[src/rtl/conv_pkg.sv]
// Shared types and helpers for the 3x3 convolution sequencer.
//   window_t    : 3x3 window of unsigned 8-bit pixels, element [row][col]
//   kernel_t    : 3x3 signed 8-bit kernel, element [row][col]
//   state_t     : sequencer states
//   MAC_W       : width of the external MAC sum
//   post_process: arithmetic shift, ReLU and saturation to 8 bits
package conv_pkg;

    localparam int unsigned MAC_W = 22;

    typedef logic [2:0][2:0][7:0]        window_t;
    typedef logic signed [2:0][2:0][7:0] kernel_t;

    typedef enum logic [2:0] {
        ST_IDLE,
        ST_FETCH,
        ST_LAST,
        ST_RESULT,
        ST_OUT,
        ST_DONE
    } state_t;

    // Shift is applied to the full signed sum; saturation looks at every bit
    // above bit 7 of the shifted value, so large sums never alias into range.
    function automatic logic [7:0] post_process(
        input logic signed [MAC_W-1:0] acc,
        input int unsigned             shift
    );
        logic signed [MAC_W-1:0] s;
        logic [7:0]              res;
        s = acc >>> shift;
        if (s[MAC_W-1]) begin
            res = 8'd0;
        end else if (|s[MAC_W-2:8]) begin
            res = 8'hFF;
        end else begin
            res = s[7:0];
        end
        return res;
    endfunction

endpackage

[src/rtl/conv3x3_addr_gen.sv]
// Window walker and feature RAM address generator.
// Holds the output row/col counters and the in-window tap counter (kept as
// separate tap row/col so no divide or modulo by 3 is needed).
// Ports:
//   clk, rst_n   : clock, asynchronous active-low reset
//   clear        : zero all counters (frame start)
//   fetch        : a tap read is issued this cycle; tap counter advances
//   advance      : output handshake; move to the next window
//   row, col     : current window origin
//   k            : current tap index 0..8 (row-major)
//   k_last       : current tap is tap 8
//   win_last     : current window is the final one of the frame
//   addr         : (row+k/3)*IMG_W + col + k%3 while fetching, else 0
module conv3x3_addr_gen #(
    parameter int unsigned IMG_W  = 8,
    parameter int unsigned IMG_H  = 8,
    parameter int unsigned ADDR_W = 6
) (
    input  logic              clk,
    input  logic              rst_n,
    input  logic              clear,
    input  logic              fetch,
    input  logic              advance,
    output logic [7:0]        row,
    output logic [7:0]        col,
    output logic [3:0]        k,
    output logic              k_last,
    output logic              win_last,
    output logic [ADDR_W-1:0] addr
);

    logic [7:0]        row_q, row_d;
    logic [7:0]        col_q, col_d;
    logic [1:0]        kr_q, kr_d;
    logic [1:0]        kc_q, kc_d;
    logic [ADDR_W-1:0] lin_addr;

    always_comb begin
        row_d = row_q;
        col_d = col_q;
        kr_d  = kr_q;
        kc_d  = kc_q;
        if (clear) begin
            row_d = '0;
            col_d = '0;
            kr_d  = '0;
            kc_d  = '0;
        end else begin
            if (fetch) begin
                if (kc_q == 2'd2) begin
                    kc_d = '0;
                    kr_d = (kr_q == 2'd2) ? 2'd0 : kr_q + 2'd1;
                end else begin
                    kc_d = kc_q + 2'd1;
                end
            end
            if (advance) begin
                if (col_q == 8'(IMG_W - 3)) begin
                    col_d = '0;
                    row_d = row_q + 8'd1;
                end else begin
                    col_d = col_q + 8'd1;
                end
            end
        end
    end

    always_ff @(posedge clk or negedge rst_n) begin
        if (!rst_n) begin
            row_q <= '0;
            col_q <= '0;
            kr_q  <= '0;
            kc_q  <= '0;
        end else begin
            row_q <= row_d;
            col_q <= col_d;
            kr_q  <= kr_d;
            kc_q  <= kc_d;
        end
    end

    assign lin_addr = (ADDR_W'(row_q) + ADDR_W'(kr_q)) * ADDR_W'(IMG_W)
                    + ADDR_W'(col_q) + ADDR_W'(kc_q);

    assign addr     = fetch ? lin_addr : '0;
    assign row      = row_q;
    assign col      = col_q;
    assign k        = 4'(kr_q) * 4'd3 + 4'(kc_q);
    assign k_last   = (kr_q == 2'd2) && (kc_q == 2'd2);
    assign win_last = (row_q == 8'(IMG_H - 3)) && (col_q == 8'(IMG_W - 3));

endmodule

[src/rtl/conv3x3_sched.sv]
// Sequencer for an external combinational 3x3 MAC.
// Loads a 9-tap signed kernel while idle, then for every valid 3x3 window of
// an IMG_H x IMG_W feature map: reads 9 pixels from single-port RAM, presents
// window + kernel to the MAC, post-processes the sum and emits one pixel on a
// valid/ready stream.
// Ports:
//   clk, rst_n            : clock, asynchronous active-low reset
//   start / busy / done   : frame control (start pulse, busy level, done pulse)
//   kw_valid, kw_data     : kernel tap write, row-major taps 0..8
//   fm_rd_en/addr/data    : feature RAM read port, data one cycle after enable
//   mac_feature/kernel    : registered operands to the MAC
//   mac_result            : signed MAC sum
//   out_valid/ready/data  : output pixel stream
//   out_row/col/last      : window position and end-of-frame flag
module conv3x3_sched
    import conv_pkg::*;
#(
    parameter int unsigned IMG_W  = 8,
    parameter int unsigned IMG_H  = 8,
    parameter int unsigned ADDR_W = 6,
    parameter int unsigned SHIFT  = 0
) (
    input  logic                    clk,
    input  logic                    rst_n,
    input  logic                    start,
    output logic                    busy,
    output logic                    done,
    input  logic                    kw_valid,
    input  logic [7:0]              kw_data,
    output logic                    fm_rd_en,
    output logic [ADDR_W-1:0]       fm_rd_addr,
    input  logic [7:0]              fm_rd_data,
    output window_t                 mac_feature,
    output kernel_t                 mac_kernel,
    input  logic signed [MAC_W-1:0] mac_result,
    output logic                    out_valid,
    input  logic                    out_ready,
    output logic [7:0]              out_data,
    output logic [7:0]              out_row,
    output logic [7:0]              out_col,
    output logic                    out_last
);

    state_t     state_q, state_d;
    kernel_t    kernel_q, kernel_d;
    window_t    window_q, window_d;
    logic [3:0] kptr_q, kptr_d;
    logic [7:0] out_data_q, out_data_d;
    logic [7:0] out_row_q, out_row_d;
    logic [7:0] out_col_q, out_col_d;
    logic       out_last_q, out_last_d;
    logic       out_valid_q, out_valid_d;
    logic       busy_q, busy_d;
    logic       done_q, done_d;

    logic       ag_clear;
    logic       ag_fetch;
    logic       ag_advance;
    logic [7:0] ag_row;
    logic [7:0] ag_col;
    logic [3:0] ag_k;
    logic       ag_k_last;
    logic       ag_win_last;

    logic       cap_en;
    logic [3:0] cap_slot;

    conv3x3_addr_gen #(
        .IMG_W  (IMG_W),
        .IMG_H  (IMG_H),
        .ADDR_W (ADDR_W)
    ) u_addr_gen (
        .clk      (clk),
        .rst_n    (rst_n),
        .clear    (ag_clear),
        .fetch    (ag_fetch),
        .advance  (ag_advance),
        .row      (ag_row),
        .col      (ag_col),
        .k        (ag_k),
        .k_last   (ag_k_last),
        .win_last (ag_win_last),
        .addr     (fm_rd_addr)
    );

    assign ag_fetch = (state_q == ST_FETCH);

    always_comb begin
        state_d    = state_q;
        kernel_d   = kernel_q;
        kptr_d     = kptr_q;
        out_data_d = out_data_q;
        out_row_d  = out_row_q;
        out_col_d  = out_col_q;
        out_last_d = out_last_q;
        ag_clear   = 1'b0;
        ag_advance = 1'b0;

        case (state_q)
            ST_IDLE: begin
                if (kw_valid) begin
                    for (int unsigned r = 0; r < 3; r++) begin
                        for (int unsigned c = 0; c < 3; c++) begin
                            if (kptr_q == 4'(r * 3 + c)) begin
                                kernel_d[2'(r)][2'(c)] = kw_data;
                            end
                        end
                    end
                    kptr_d = (kptr_q == 4'd8) ? 4'd0 : kptr_q + 4'd1;
                end
                if (start) begin
                    kptr_d   = '0;
                    ag_clear = 1'b1;
                    state_d  = ST_FETCH;
                end
            end
            ST_FETCH: begin
                if (ag_k_last) begin
                    state_d = ST_LAST;
                end
            end
            ST_LAST: begin
                state_d = ST_RESULT;
            end
            ST_RESULT: begin
                out_data_d = post_process(mac_result, SHIFT);
                out_row_d  = ag_row;
                out_col_d  = ag_col;
                out_last_d = ag_win_last;
                state_d    = ST_OUT;
            end
            ST_OUT: begin
                if (out_ready) begin
                    ag_advance = 1'b1;
                    state_d    = out_last_q ? ST_DONE : ST_FETCH;
                end
            end
            ST_DONE: begin
                state_d = ST_IDLE;
            end
            default: begin
                state_d = ST_IDLE;
            end
        endcase

        // Read data lags the request by one cycle: tap k's request lands in
        // slot k-1 during FETCH, and the final slot is filled in LAST.
        cap_en   = 1'b0;
        cap_slot = '0;
        if (state_q == ST_FETCH && ag_k != 4'd0) begin
            cap_en   = 1'b1;
            cap_slot = ag_k - 4'd1;
        end else if (state_q == ST_LAST) begin
            cap_en   = 1'b1;
            cap_slot = 4'd8;
        end

        window_d = window_q;
        if (cap_en) begin
            for (int unsigned r = 0; r < 3; r++) begin
                for (int unsigned c = 0; c < 3; c++) begin
                    if (cap_slot == 4'(r * 3 + c)) begin
                        window_d[2'(r)][2'(c)] = fm_rd_data;
                    end
                end
            end
        end

        // Status outputs are registered from the next state so they line up
        // exactly with the state they describe.
        out_valid_d = (state_d == ST_OUT);
        done_d      = (state_d == ST_DONE);
        busy_d      = (state_d == ST_FETCH) || (state_d == ST_LAST) ||
                      (state_d == ST_RESULT) || (state_d == ST_OUT);
    end

    always_ff @(posedge clk or negedge rst_n) begin
        if (!rst_n) begin
            state_q     <= ST_IDLE;
            kernel_q    <= '0;
            window_q    <= '0;
            kptr_q      <= '0;
            out_data_q  <= '0;
            out_row_q   <= '0;
            out_col_q   <= '0;
            out_last_q  <= 1'b0;
            out_valid_q <= 1'b0;
            busy_q      <= 1'b0;
            done_q      <= 1'b0;
        end else begin
            state_q     <= state_d;
            kernel_q    <= kernel_d;
            window_q    <= window_d;
            kptr_q      <= kptr_d;
            out_data_q  <= out_data_d;
            out_row_q   <= out_row_d;
            out_col_q   <= out_col_d;
            out_last_q  <= out_last_d;
            out_valid_q <= out_valid_d;
            busy_q      <= busy_d;
            done_q      <= done_d;
        end
    end

    assign busy        = busy_q;
    assign done        = done_q;
    assign fm_rd_en    = ag_fetch;
    assign mac_feature = window_q;
    assign mac_kernel  = kernel_q;
    assign out_valid   = out_valid_q;
    assign out_data    = out_data_q;
    assign out_row     = out_row_q;
    assign out_col     = out_col_q;
    assign out_last    = out_last_q;

endmodule

[config.mk]
export PLATFORM = sky130hd
export DESIGN_NAME = conv3x3_sched
export DESIGN_NICKNAME = d
export VERILOG_FILES = /design/src/rtl/conv_pkg.sv /design/src/rtl/conv3x3_addr_gen.sv /design/src/rtl/conv3x3_sched.sv
export SDC_FILE = /design/constraint.sdc
export NUM_CORES = 1
export LEC_CHECK = 0
export ABC_AREA = 0
export CAP_MARGIN = 20
export CORE_MARGIN = 2
export CORE_UTILIZATION = 45
export CTS_CLUSTER_DIAMETER = 30
export CTS_CLUSTER_SIZE = 20
export DETAILED_ROUTE_END_ITERATION = 16
export PLACE_DENSITY = 0.72
export SLEW_MARGIN = 5
export SYNTH_ARGS = -nofsm -noshare
export SYNTH_HDL_FRONTEND = slang
export SYNTH_SLANG_ARGS = --single-unit
[constraint.sdc]
create_clock -name clk -period 3.7 [get_ports clk]
set_input_delay 1.11 -clock clk [delete_from_list [all_inputs] [get_ports clk]]
set_output_delay 1.11 -clock clk [all_outputs]
set_load 0.01 [all_outputs]
## Word-level counts from Yosys, hierarchy flattened

Cells that the tools add are included.

| cells by class | value |
|---|---|
| add/sub/neg operators | 10 |
| multiply operators | 1 |
| equal/unequal tests | 29 |
| mux-type cells | 32 |
| reduce and logical (&&, ||, !) cells | 37 |

Operators by type and width:

| operator | number |
|---|---|
| $mux 8 | 8 |
| $eq 4x3->1 const B | 8 |
| $reduce_and 3->1 | 9 |
| $reduce_and 2->1 | 12 |
| $mux 4 | 5 |
| $add 8x1->8 const B | 2 |
| $eq 4x2->1 const B | 4 |
| $eq 8x3->1 const B | 2 |
| $pmux 3 s5 | 1 |
| $mux 2 | 7 |
| $reduce_or 13->1 | 1 |
| $eq 3x2->1 const B | 4 |
| $mux 3 | 4 |
| $reduce_bool 2->1 | 5 |
| $eq 3x3->1 const B | 3 |
| $eq 4x1->1 const B | 2 |
| $eq 4x4->1 const B | 2 |
| $logic_not 4->1 | 2 |
| $add 6x2->6 | 1 |
| $add 6x6->6 | 1 |
| $eq 3x1->1 const B | 2 |
| $mux 1 | 6 |
| $mux 6 | 1 |
| $add 2x1->2 const B | 2 |
| 10 further kinds | 15 |

| storage, ports and cells | value |
|---|---|
| register bits | 199 |
| output and inout bits | 179 |
| logic and storage cells | 140 |

## Depth between registers and ports, before layout

Gate-level depths: netlist (run 1).

| logic depth | value |
|---|---|
| depth after elaboration | 8 |
| gate-level depth with buffers | 9 |
| mapped depth without buffers | 8 |

## Modules after synthesis

Synthesis (run 1) repeated with hierarchy kept, for this count alone.

| unflattened totals | value |
|---|---|
| cells, all modules | 619 |
| area, all modules | 8,645.8 um^2 |

By module, submodules not included:

| module | instances | cells each | area an instance (um^2) | sequential area each (um^2) |
|---|---|---|---|---|
| conv3x3_sched | 1 | 472 | 7,194.4 | 4,479.3 |
| conv3x3_addr_gen | 1 | 147 | 1,451.4 | 500.5 |

## Worst setup path after synthesis (run 1)

No wires, ideal clock.

| path | value |
|---|---|
| kind | register -> output |
| start point | register u_addr_gen.row_q[0] (netlist: u_addr_gen.row[0]) |
| end point | output port fm_rd_addr[5] |
| arrival | 2.152 ns |
| slack | 0.438 ns |
| cell stages (with the launch flop) | 8 |
| buffers on the path | 0 |
| cell sequence | dfrtp_1 ha_1 fa_1 ha_1 and3_1 a221oi_1 xnor2_1 nor2_1 |

| between the ends | value |
|---|---|
| longest elaborated chain between the ends | 4 |

Ends and longest elaborated chain:

| what | RTL line | text |
|---|---|---|
| from (decl) | conv3x3_addr_gen.sv:32 | `logic [7:0] row_q, row_d;` |
| from (signal assigned) | conv3x3_addr_gen.sv:75 | `row_q <= row_d;` |
| $add 3x2->3 | conv3x3_addr_gen.sv:82 | `assign lin_addr = (ADDR_W'(row_q) + ADDR_W'(kr_q)) * ADDR_W'(IMG_W)` |
| $add 6x6->6 | conv3x3_addr_gen.sv:83 | `+ ADDR_W'(col_q) + ADDR_W'(kc_q);` |
| $add 6x2->6 | conv3x3_addr_gen.sv:83 |  |
| $mux 6 | conv3x3_addr_gen.sv:85 | `assign addr = fetch ? lin_addr : '0;` |
| to (decl) | conv3x3_sched.sv:31 | `output logic [ADDR_W-1:0] fm_rd_addr,` |

No other way between the ends.

## Worst setup path after layout (run 1)

| path | value |
|---|---|
| start point | register u_addr_gen.kr_q[0] |
| end point | output port fm_rd_addr[5] |

| between the ends | value |
|---|---|
| longest elaborated chain between the ends | 4 |

Ends and longest elaborated chain:

| what | RTL line | text |
|---|---|---|
| from (decl) | conv3x3_addr_gen.sv:34 | `logic [1:0] kr_q, kr_d;` |
| from (signal assigned) | conv3x3_addr_gen.sv:77 | `kr_q <= kr_d;` |
| $add 3x2->3 | conv3x3_addr_gen.sv:82 |  |
| $add 6x6->6 | conv3x3_addr_gen.sv:83 |  |
| $add 6x2->6 | conv3x3_addr_gen.sv:83 |  |
| $mux 6 | conv3x3_addr_gen.sv:85 |  |

No other way between the ends.

==> impl_summary.md, run 1 <==
Run status
The flow ran to the end, and the final reports show no timing, DRC or antenna violations.

Power
The design draws 9290 uW. The worst-case IR drop observed on VDD is 0.389 mV. The share of total power dissipated in the clock network is 0.191. The power density of the placed cells is 791 nW/um2. The sequential cell fraction of total power is 0.356. The share of total power dissipated in combinational logic is 0.454. The net switching share of the total power is 0.332. The switching power is 3080 uW. Internal power comes to 6210 uW. The static leakage power is 0.00539 uW.

Placed design
The final weighted congestion in routability-driven placement is 0.838. Input and output buffers added on the ports amount to 221. In this run the cell area measured after placement is 11100 um2. Detailed placement ended at an HPWL of 15.1 mm. Before CTS, the worst setup slack after placement is 0.00872 ns.

Yosys
In this run the cell area of the synthesized design comes to 8600 um2. Yosys mapped a number of flops with a built-in enable equal to 0. The average instance area after synthesis is 13.4 um2. The synthesized design contains 199 register bits.

After technology mapping, the gate count stands at 642. Of the synthesized area, sequential elements account for 0.579. The prevailing post-synth register cell is dfrtp_1. The number of nets handed over by synthesis was 709. Yosys printed 0 warnings. Synthesis instantiated 63 different standard cells from the library. The share of flip-flops with an asynchronous set or reset is 1.00.

Drt
The wire length reported by the detailed router is 21.0 mm. The average wire per standard cell is 18.6 um. In the routed design, unresolved DRC markers number 0.

The number of vias per cell after detailed routing is 5.33. The initial DRC count is 298. The routed layout has 6004 vias.

The final antenna-violating net count is 0. The first detailed-routing pass ran for 4 iterations.

Setup path
In this run the worst path has a maximum fanout of 2. The type of the worst setup path is flip-flop to output pin. The reg-to-reg setup timing slack is 0.38 ns. The data required time at the worst endpoint is 2.59 ns.

STA classifies the critical path startpoint as a flip-flop. The type of destination of the critical path is an output pin. The number of cells on the worst reg-to-reg path is 8.

STA puts the critical path data arrival time at 2.57 ns.

Clocking
Hold repair after CTS inserted 0 buffers. The number of levels in the clock H-tree is 4. The CTS buffer count is 17. TritonCTS built the clock tree. The clock-pin slew on the worst setup and hold paths is 0.07 ns. For this design, the sink count on the clock tree is 199. In this run the clock root is driven by a clkbuf_16. At the later pin of the worst-skew pair, clock insertion delay measures 0.42 ns. The clock tree buffer depth is 2.

Global routing
The initial antenna violation count is 0. The number of global-route vias before repair was 6287. Entering global routing, the biggest net connects 86 pins. The final global-route overflow total is 0. The first global-routing pass estimated 33.8 mm of wire. The overall track demand over capacity in global routing is 0.216.

Die
The placeable core region is 18700 um2. The initial utilization of the core area, before any placement, comes to 0.460. From left edge to right edge, the die measures 142 um. The floorplan step defined a die boundary enclosing 20200 um2.

The boundary pin count is 222. The die is 142 um tall. After floorplanning, the core was divided into 50 placement rows.

Final layout
The fraction of the core area covered by cells at the end of the flow is 0.628. The most common cell after layout, fill and taps aside is clkdlybuf4s50_1. In the final layout, the share of cells above drive strength 1 is 0.250. The final cell area excluding filler cells is 11700 um2. From synthesis to final layout, the design area changed by 36.5%.

The number of fillers in the final layout is 1430. Leaving out fill and tap cells, the most frequent cells in the layout are 218 x clkdlybuf4s50_1, 199 x dfrtp_1, 127 x mux2_2, 64 x nand2_1, 31 x nor2_1. 0 antenna diodes ended up in the layout.

At the end of the flow, the number of nets in the layout was 946.

Timing
The final number of max-transition violations is 0. For this run, the top clock speed supported by timing is 272 MHz. Setup slack closes at 0.0192 ns.

In the finished design, the share of the clock period the worst path needs comes to 0.995. Setup repair after global routing could not meet its margin everywhere. Between clock sinks in the finished design, the worst skew comes to 0.00769 ns. The worst slew slack as a fraction of its limit is 0.362. The number of endpoints with negative hold slack in the final report is 0. The slew at the pin with the worst max-slew slack is 0.958 ns. Setup violations remaining at the end of the flow were counted as 0. The clock period minus final worst setup slack is 3.68 ns.

Hold path
The worst hold path passes through 2 cells. The class of the most critical hold timing path is flip-flop to flip-flop.

Job
The total of max-cap violations is 0.
-- registers in the layout, summed over array words and instances, names as in the netlist --
signal and count:
out_row 8, u_addr_gen.kc_q 2, out_last 1, u_addr_gen.col 8, busy 1, kptr_q 4, out_data 8, out_valid 1
state_q 3, u_addr_gen.kr_q 2, out_col 8, mac_feature 72, mac_kernel 72, done 1, u_addr_gen.row 8
-- critical path: stages (launching register included) --
cell and delay [ns]:
dfrtp_1 0.38, ha_2 0.19, fa_1 0.58, ha_4 0.22, and3_4 0.17, a221oi_2 0.25, xnor2_1 0.15, nor2_1 0.06
buf_2 0.14
-- power groups by stage --
stage | Clock [uW] | Sequential [uW] | Combinational (uW)
2_1_floorplan | 0 | 3580 | 1960
3_3_place_gp | 0 | 3300 | 4090
3_5_place_dp | 0 | 3340 | 4210
4_1_cts | 1830 | 3310 | 4220
5_1_grt | 1920 | 3390 | 4520
6_report | 1770 | 3300 | 4220
-- worst paths after layout --
path	start	endpoint
setup / recovery	u_addr_gen.kr_q[0]	fm_rd_addr[5]
hold / removal	out_col[3]	out_col[3]
setup reg to reg	u_addr_gen.kr_q[1]	mac_feature[71]
hold reg to reg	out_col[3]	out_col[3]
max in group asynchronous	rst_n	out_data[1]
min in group asynchronous	rst_n	u_addr_gen.col[2]
-- metrics by stage --
stage          hold WS, ns  instances  setup TNS (ns)
2_1_floorplan        0.476        642               0
3_3_place_gp         0.466       1092               0
3_5_place_dp         0.467       1092               0
4_1_cts              0.485       1124          -0.120
5_1_grt              0.517       1126         -0.0537
6_report             0.481       1126               0
-- repair_timing --
| action | CTS | global route |
|---|---|---|
| buffers inserted | 0 | 1 |
| resized for setup | 3 | 6 |
| endpoints found under the setup margin | 2 | 2 |
| pin swaps | 1 | 5 |
-- routing by layer --
layer / part of all wire / wire length (um) / vias to the layer above / global-route usage
met2: 0.48 / 10100 / 209 / 0.347
met3: 0.090 / 1890 / 16 / 0.0794
met4: 0.012 / 255 / 0 / 0.0616
li1: - / - / 2745 / -
met5: 0 / 0 / - / 0
met1: 0.42 / 8770 / 3034 / 0.277
-- layout make-up --
class	count	area [um2]	area share
sequential	199	4980	0.424
multi-input combinational	409	3490	0.297
timing repair buffer	236	2350	0.200
clock buffer	20	457	0.0389
tap	234	293	0.0249
clock inverter	12	109	0.00927
inverter	16	65.1	0.00554
-- cells in the mapped netlist (3+ instances only) --
| cell type | instances | area [um2] |
|---|---|---|
| a21oi_1 | 9 | 45.0 |
| and2_1 | 3 | 18.8 |
| and3_1 | 7 | 43.8 |
| buf_2 | 4 | 20.0 |
| buf_6 | 3 | 33.8 |
| clkbuf_1 | 11 | 41.3 |
| dfrtp_1 | 199 | 4980 |
| fa_1 | 4 | 80.1 |
| ha_1 | 20 | 250 |
| inv_1 | 15 | 56.3 |
| mux2_1 | 3 | 33.8 |
| mux2_2 | 127 | 1430 |
| mux2_4 | 16 | 240 |
| nand2_1 | 64 | 240 |
| nand2_2 | 5 | 31.3 |
| nand2b_1 | 4 | 25.0 |
| nand3_1 | 15 | 75.1 |
| nor2_1 | 31 | 116 |
| nor3_1 | 3 | 15.0 |
| nor3_2 | 4 | 40.0 |
| nor4_1 | 3 | 18.8 |
| o21ai_0 | 16 | 80.1 |
| o31ai_1 | 6 | 45.0 |
| or3_1 | 3 | 18.8 |
| or4_1 | 7 | 52.6 |
| xnor2_1 | 3 | 26.3 |
| xor2_1 | 10 | 87.6 |
-- kinds of logic (layout without fill, tap and decap cells) --
| kind of cell | Yosys count | count (layout) | synth area share |
|---|---|---|---|
| flops | 199 | 199 | 0.579 |
| simple gates | 178 | 178 | 0.116 |
| mux | 148 | 148 | 0.200 |
| compound gates | 46 | 46 | 0.0340 |
| buf+inv | 34 | 284 | 0.0186 |
| fa+ha+maj | 24 | 24 | 0.0384 |
| xor+xnor | 13 | 13 | 0.0132 |
No activity file was read; power rests on OpenSTA's default activity.
==> run 2: changes to the inputs <==
Settings changed: CTS_CLUSTER_DIAMETER 30 to unset.
==> results of run 2 <==
Same layout as run 1: the final DEF is identical, and so are final timing and power.
